$ cat src/rtl/vga_xga_timing_gen.sv
// vga_xga_timing_gen: 1024x768@60 raster timing with split x/y position and sticky frame interrupt
module vga_xga_timing_gen #(
  parameter int H_ACTIVE = 1024,
  parameter int H_FP = 24,
  parameter int H_SYNC = 136,
  parameter int H_BP = 160,
  parameter int V_ACTIVE = 768,
  parameter int V_FP = 3,
  parameter int V_SYNC = 6,
  parameter int V_BP = 29,
  parameter bit H_SYNC_POL = 1'b0,
  parameter bit V_SYNC_POL = 1'b0
) (
  input  logic       clk,
  input  logic       rst_n,
  input  logic       cli,
  output logic       hsync,
  output logic       vsync,
  output logic       blank,
  output logic       interrupt,
  output logic [4:0] x_lo,
  output logic [5:0] x_hi,
  output logic [5:0] y_lo,
  output logic [4:0] y_hi
);
  localparam int H_TOTAL = H_ACTIVE + H_FP + H_SYNC + H_BP;
  localparam int V_TOTAL = V_ACTIVE + V_FP + V_SYNC + V_BP;
  localparam logic [5:0] XH_END = 6'(H_TOTAL / 32 - 1);
  localparam logic [4:0] YH_END = 5'((V_TOTAL - 1) / 48);
  localparam logic [5:0] YL_END = 6'((V_TOTAL - 1) % 48);
  localparam logic [10:0] HA = 11'(H_ACTIVE);
  localparam logic [10:0] HS_START = 11'(H_ACTIVE + H_FP);
  localparam logic [10:0] HS_END = 11'(H_ACTIVE + H_FP + H_SYNC);
  localparam logic [9:0] VA = 10'(V_ACTIVE);
  localparam logic [9:0] VS_START = 10'(V_ACTIVE + V_FP);
  localparam logic [9:0] VS_END = 10'(V_ACTIVE + V_FP + V_SYNC);
  logic eol, eof, set;
  logic [4:0] nx_lo, ny_hi;
  logic [5:0] nx_hi, ny_lo;
  logic [10:0] nx;
  logic [9:0] ny;
  // next raster position; sync/blank decode this so they line up with the registered x/y
  always_comb begin
    eol = x_hi == XH_END && x_lo == 5'd31;
    eof = eol && y_hi == YH_END && y_lo == YL_END;
    nx_lo = x_lo + 5'd1;
    nx_hi = eol ? 6'd0 : (x_lo == 5'd31 ? x_hi + 6'd1 : x_hi);
    ny_lo = !eol ? y_lo : ((eof || y_lo == 6'd47) ? 6'd0 : y_lo + 6'd1);
    ny_hi = !eol ? y_hi : (eof ? 5'd0 : (y_lo == 6'd47 ? y_hi + 5'd1 : y_hi));
    nx = {nx_hi, nx_lo};
    ny = {ny_hi, 5'd0} + {1'b0, ny_hi, 4'd0} + {4'd0, ny_lo};
    set = nx == 11'd0 && ny == VA;
  end
  // position counters, registered decodes and the sticky interrupt (set beats clear)
  always_ff @(posedge clk or negedge rst_n) begin
    if (!rst_n) begin
      x_lo <= '0;
      x_hi <= '0;
      y_lo <= '0;
      y_hi <= '0;
      blank <= 1'b0;
      hsync <= ~H_SYNC_POL;
      vsync <= ~V_SYNC_POL;
      interrupt <= 1'b0;
    end else begin
      x_lo <= nx_lo;
      x_hi <= nx_hi;
      y_lo <= ny_lo;
      y_hi <= ny_hi;
      blank <= nx >= HA || ny >= VA;
      hsync <= (nx >= HS_START && nx < HS_END) ? H_SYNC_POL : ~H_SYNC_POL;
      vsync <= (ny >= VS_START && ny < VS_END) ? V_SYNC_POL : ~V_SYNC_POL;
      interrupt <= set ? 1'b1 : (cli ? 1'b0 : interrupt);
    end
  end
endmodule

$ cat config.mk
export PLATFORM = sky130hd
export DESIGN_NAME = vga_xga_timing_gen
export DESIGN_NICKNAME = d
export VERILOG_FILES = /design/src/rtl/vga_xga_timing_gen.sv
export SDC_FILE = /design/constraint.sdc
export NUM_CORES = 1
export LEC_CHECK = 0
export BUFFER_PORTS_ARGS = -buffer_cell sky130_fd_sc_hd__buf_4
export CAP_MARGIN = 5
export CORE_UTILIZATION = 45
export CTS_CLUSTER_DIAMETER = 60
export CTS_CLUSTER_SIZE = 16
export DETAILED_ROUTE_END_ITERATION = 6
export PLACE_DENSITY = 0.66
export SETUP_SLACK_MARGIN = 0.2
export SYNTH_ARGS = -nofsm -noshare
export SYNTH_HDL_FRONTEND = slang
export SYNTH_SLANG_ARGS = --single-unit
$ cat constraint.sdc
create_clock -name clk -period 4.6 [get_ports clk]
set_clock_uncertainty 0.15 [all_clocks]
set_input_delay 0.23 -clock clk [delete_from_list [all_inputs] [get_ports clk]]
set_output_delay 0.23 -clock clk [all_outputs]
set_load 0.01 [all_outputs]
# Word level (Yosys, flattened, before mapping)
# Cells that the tools add are included.
[totals] reg_bits=26 inputBits=3 out_inout_bits=26 word_cells=47
[classes] addsub=6 n_lt_le_gt_ge=6 n_eq_ne=6 n_mux=11 reduce_logical=10
[op_table] op="two-way mux 6 bit" count=4
[op_table] op=">= comparator 11 bit, second input constant" count=2
[op_table] op=">= comparator 10 bit, second input constant" count=2
[op_table] op="equality test 6 bit, second input constant" count=3
[op_table] op="two-way mux 5 bit" count=3
[op_table] op="adder 6 x 1 -> 6 bit, second input constant" count=2
[op_table] op="logical NOT 11 bit" count=1
[op_table] op="< comparator 11 bit, second input constant" count=1
[op_table] op="adder 10 x 6 -> 10 bit" count=1
[op_table] op="adder 10 x 9 -> 10 bit" count=1
[op_table] op="adder 5 x 1 -> 5 bit, second input constant" count=2
[op_table] op="equality test 10 bit, second input constant" count=1
[op_table] op="equality test 5 bit, second input constant" count=2
[op_table] op="< comparator 10 bit, second input constant" count=1
[op_table] op="logical AND 1 bit" count=6
[op_table] op="two-way mux 1 bit" count=4
[op_table] op="logical OR 1 bit" count=2
[op_table] op="nonzero test 2 bit" count=1

# Logic depth before layout (Yosys ltp)
[logic_depth] depth_word=11 depth_mapped=18 depth_no_buf=17

# Worst setup path before layout
# Ideal clock, no wire load.
[synth_timing] path_kind="register to register" from="register x_lo[0]" to="register interrupt" setup_ps=101 arrival_time_ps=3892 required_ps=4349 slack_ps=458 path_stages_with_launch=19 synth_period_minus_slack_ps=4142 path_cell_list="dfrtp_1 -> ha_1 -> and3_1 -> ha_1 -> buf_4 -> nand3b_1 -> nor3_4 -> mux2i_1 -> nor2_1 -> xor2_1 -> ha_1 -> ha_1 -> inv_1 -> fa_1 -> nor4bb_1 -> a221oi_1 -> a31oi_1 -> o211ai_1 -> o32ai_1"
[synth_via] elab_chain_len=11 elab_cells_between_ends=19 classes_between="add/sub: 3; eq/ne: 2; mux: 7; reduce/logical: 7"
[synth_rtl] item="from (decl)" line_no="21" rtl="output logic [4:0] x_lo,"
[synth_rtl] item="from (signal assigned)" line_no="66" rtl="x_lo <= nx_lo;"
[synth_rtl] item="equality test 5 bit (*)" line_no="44" rtl="eol = x_hi == XH_END && x_lo == 5'd31;"
[synth_rtl] item="logical AND 1 bit (*)" line_no="44"
[synth_rtl] item="logical AND 1 bit (2 in series)" line_no="45" rtl="eof = eol && y_hi == YH_END && y_lo == YL_END;"
[synth_rtl] item="two-way mux 5 bit" line_no="49" rtl="ny_hi = !eol ? y_hi : (eof ? 5'd0 : (y_lo == 6'd47 ? y_hi + 5'd1 : y_hi));"
[synth_rtl] item="two-way mux 5 bit (*)" line_no="49"
[synth_rtl] item="net ny_hi[1]" line_no="38" rtl="logic [4:0] nx_lo, ny_hi;"
[synth_rtl] item="adder 10 x 9 -> 10 bit (*)" line_no="51" rtl="ny = {ny_hi, 5'd0} + {1'b0, ny_hi, 4'd0} + {4'd0, ny_lo};"
[synth_rtl] item="adder 10 x 6 -> 10 bit (*)" line_no="51"
[synth_rtl] item="equality test 10 bit (*)" line_no="52" rtl="set = nx == 11'd0 && ny == VA;"
[synth_rtl] item="logical AND 1 bit (*)" line_no="52"
[synth_rtl] item="two-way mux 1 bit / nonzero test 2 bit (equally long branches)"
[synth_rtl] item="to (signal assigned)" line_no="73" rtl="interrupt <= set ? 1'b1 : (cli ? 1'b0 : interrupt);"
[synth_rtl] item="to (decl)" line_no="20" rtl="output logic interrupt,"
# Mark *: on every way through the listed nets, which the timed path passes. The rest lies on a longest branch.
# A chain may end at the register's enable or synchronous reset.

# Worst setup path in the final report
[layout_timing] from="register x_lo[0]" to="register vsync"
[layout_via] elab_chain_len=11 elab_cells_between_ends=15 classes_between="add/sub: 2; order compare: 2; eq/ne: 1; mux: 5; reduce/logical: 5"
[layout_rtl] item="equality test 5 bit (*)" line_no="44"
[layout_rtl] item="logical AND 1 bit (*)" line_no="44"
[layout_rtl] item="logical AND 1 bit (2 in series)" line_no="45"
[layout_rtl] item="two-way mux 5 bit" line_no="49"
[layout_rtl] item="two-way mux 5 bit (*)" line_no="49"
[layout_rtl] item="net ny_hi[4]" line_no="38"
[layout_rtl] item="adder 10 x 9 -> 10 bit (*)" line_no="51"
[layout_rtl] item="adder 10 x 6 -> 10 bit (*)" line_no="51"
[layout_rtl] item=">= comparator 10 bit / < comparator 10 bit (equally long branches)" line_no="72" rtl="vsync <= (ny >= VS_START && ny < VS_END) ? V_SYNC_POL : ~V_SYNC_POL;"
[layout_rtl] item="logical AND 1 bit (*)" line_no="72"
[layout_rtl] item="two-way mux 1 bit (*)" line_no="72"
[layout_rtl] item="to (signal assigned)" line_no="63" rtl="vsync <= ~V_SYNC_POL;"
[layout_rtl] item="to (signal assigned)" line_no="72"
[layout_rtl] item="to (decl)" line_no="18" rtl="output logic vsync,"
# Marks and branches as above.

==> run metrics <==
number of vias per cell 5.84; EDFF count, synth 0; crit-path cells ha_2 > and3_1 > ha_1 > nand3b_1 > nor3_4 > nand2_2 > or3_1 > a21oi_2 > ha_1 > inv_1 > ha_2 > or3b_2 > a311oi_2 > o211ai_1 > a221o_1; clock tree buffer depth 2; Pwr Density 171 nW/µm²; # diodes 0; clk_lat worst skew 0.27 ns; setup TNS 0 ns; CTS tree built; critical-path maximum fanout 8; Hold Path Class in -> async; clock slew at reported path FFs 0.09 ns; Synth top area share 33.6%; first-pass GRT wire length 6.70 mm; element type at the critical path end flip-flop; Synth area leaders dfrtp_1, ha_1, xnor2_1; layout net count 235; static leakage 1.07 nW; die width 65.0 µm; initial core utilization 47.7%; Max IR drop VDD 139 µV; All-Layer GR Usage 20.7%; Worst EP arrival 4.30 ns; Die Footprint 4220 µm²; synth warn 0; clk root buf clkbuf_8; startpoint types flip-flop; flops & latches, synth 26; largest net degree at the start of global routing 27; IO Pins 29; data required time at the worst endpoint 4.65 ns; Crit path largest cell delay 0.49 ns; Post-Syn Area 1790 µm²; total grt overflow 0; Distinct cells, synth 53; reg-to-reg endpoint vsync; Die Ht 65.0 µm; input/output buffers 28; DR pass1 iterations 4; Avg WL per Cell 15.7 µm; outcome finished clean; final RePlAce weighted congestion 0.857; cell accounting for the most synthesized area dfrtp_1; synthesized area per cell 10.4 µm²; pins over their slew limit 0; # rows 22; final setup vio count 0; number of global-route vias before repair 1,444; sequential-to-total area share from yosys stat 36.6%; 1st-iter DRT viols 67; Final Worst Setup Slack 0.353 ns; Detail Route Antenna Nets 0; initial antenna violation count 0; Relative slew margins 70.2%; Final period util 92.3%; min cycle time layout 4.25 ns; Finished Layout Cells 260; placed cells 245; Hold Fails Final Rpt 0; CP max-delay cell or3b_2; Placement Setup Slack 0.114 ns; crit path kind reg -> reg; Worst R2R Setup Slack 0.35 ns; clk sink count 26; HPWL after DPL 3.04 mm; Layout area overhead 25.6%; reg2reg path depth 15; Max Cap Viol 0; RSZ-0062 raised after global routing false; CTS H-tree depth 1; Tightest Pin Transition 0.441 ns; CTS Buf Count 3; FF-to-FF Start x_lo[0]; Syn Inst Count 171; DRC Markers 0; drt total wl 4.08 mm; Core Area 3740 µm²; share of cells above drive strength 1 31.1%; fmax 235 MHz; Synth Flop Type dfrtp_1; post-synth net total 193; share of flip-flops with an asynchronous set or reset 100%; routed vias 1,518
## logic make-up after synthesis
kind of cell,after synthesis,synth area share (%)
buf+inv,18,4.48
simple gates,62,24.4
mux,2,1.12
xor+xnor,11,5.40
fa+ha+maj,19,13.7
flops,26,36.6
compound gates,33,14.3
## metrics by stage
| step | instance area, µm² | power [W] | utilization [%] | hold WS (ns) |
|---|---|---|---|---|
| global placement | 2040 | 0.000239 | 54.6 | 0.00709 |
| floorplan | 1790 | 0.000233 | - | -0.216 |
| CTS | 2130 | 0.000386 | 56.8 | 0.257 |
| global route | 2240 | 0.000397 | 59.9 | 0.275 |
| finish | 2240 | 0.000383 | 59.9 | 0.250 |
| detailed placement | 2040 | 0.000239 | 54.6 | 0.00744 |
## layer usage
| layer | routed length [µm] | GRT usage, % | vias up |
|---|---|---|---|
| li1 | - | - | 719 |
| met1 | 1860 | 28.4 | 751 |
| met2 | 1970 | 32.3 | 40 |
| met3 | 153 | 2.64 | 8 |
| met4 | 87 | 9.72 | 0 |
| met5 | 0 | 0 | - |
## cell usage after synthesis, types with 2 or more instances
cell type  count
xnor2_1        9
mux2i_1        2
ha_1          18
dfrtp_1       24
o21ai_0        2
nor2b_1        2
nand4b_1       5
nor4bb_1       4
nand4bb_1      3
nor2_1         8
nor3_1         4
nand3b_1       2
or3_1          2
nand4_1        3
inv_1         14
nand2_1        9
a211oi_1       2
nand3_1        4
a21oi_1        8
nand2b_1       2
xor2_1         2
a211o_1        2
and3_1         3
a22oi_1        2
a31oi_1        3
dfstp_2        2
a21o_1         4
## area by class of cell
type,count,area (µm²)
multi-input cells,127,1110
flip-flops and latches,26,653
inverters,14,52.6
well taps,48,60.1
repair buffers,41,313
clock buffers,4,55.1
fillers,333,1500
## how the worst max path moves through the flow
stage	startpoint	end	slack, ns	depth (start not counted)
floorplan	x_lo[0]	interrupt	0.46	18
global placement	x_lo[0]	interrupt	0.34	15
detailed placement	x_lo[0]	interrupt	0.11	15
CTS	x_lo[0]	interrupt	0.24	15
global route	x_lo[0]	interrupt	0.15	15
finish	x_lo[0]	vsync	0.35	15
## worst max-delay path: cells and delay by family, from the launching register on
kind | cells | cell delay, ns
AND/OR/NAND/NOR | 6 | 1.78
adder cells (fa/ha/maj) | 4 | 0.93
flip-flops | 1 | 0.37
AO/OA/AOI/OAI | 4 | 0.90
buffers and inverters | 1 | 0.06
## state kept, by name, summed over array words and instances (netlist names)
register   count
y_hi           5
hsync          1
y_lo           6
interrupt      1
x_lo           5
x_hi           6
vsync          1
blank          1
## placed cells by master, fill, tap and decap left out, types with 2 or more instances in the layout
| cell | synthesis | routed |
|---|---|---|
| a211o_1 | 2 | 2 |
| a211oi_1 | 2 | 2 |
| a21o_1 | 4 | 4 |
| a21oi_1 | 8 | 7 |
| a22oi_1 | 2 | 2 |
| a31oi_1 | 3 | 3 |
| and3_1 | 3 | 3 |
| buf_4 | 1 | 39 |
| clkbuf_8 | 0 | 4 |
| dfrtp_1 | 24 | 24 |
| dfstp_2 | 2 | 2 |
| dlygate4sd3_1 | 0 | 2 |
| ha_1 | 18 | 15 |
| ha_2 | 0 | 2 |
| inv_1 | 14 | 14 |
| mux2i_1 | 2 | 2 |
| nand2_1 | 9 | 8 |
| nand2b_1 | 2 | 2 |
| nand3_1 | 4 | 4 |
| nand3b_1 | 2 | 2 |
| nand4_1 | 3 | 3 |
| nand4b_1 | 5 | 5 |
| nand4bb_1 | 3 | 3 |
| nor2_1 | 8 | 6 |
| nor2_2 | 0 | 2 |
| nor2b_1 | 2 | 2 |
| nor3_1 | 4 | 3 |
| nor4bb_1 | 4 | 3 |
| o21ai_0 | 2 | 2 |
| or3_1 | 2 | 2 |
| xnor2_1 | 9 | 9 |
| xor2_1 | 2 | 2 |
## what timing repair did
| item | 4_1_cts | 5_1_grt |
|---|---|---|
| setup buffers | 1 | 8 |
| pin swaps | 1 | 8 |
| setup endpoints to repair | 2 | 2 |
| hold buffers | 2 | 0 |
| resized for setup | 0 | 13 |
| endpoints found under the hold margin | 27 | 0 |
## where the power goes
group	internal (W)	leakage (nW)	total (W)	switching, W
clock network	0.0000765	0.0288	0.000148	0.0000711
registers	0.000228	0.342	0.000228	0.0000000000000000000232
logic	0.00000225	0.695	0.00000696	0.00000471
(Power assumes the default switching activity.)
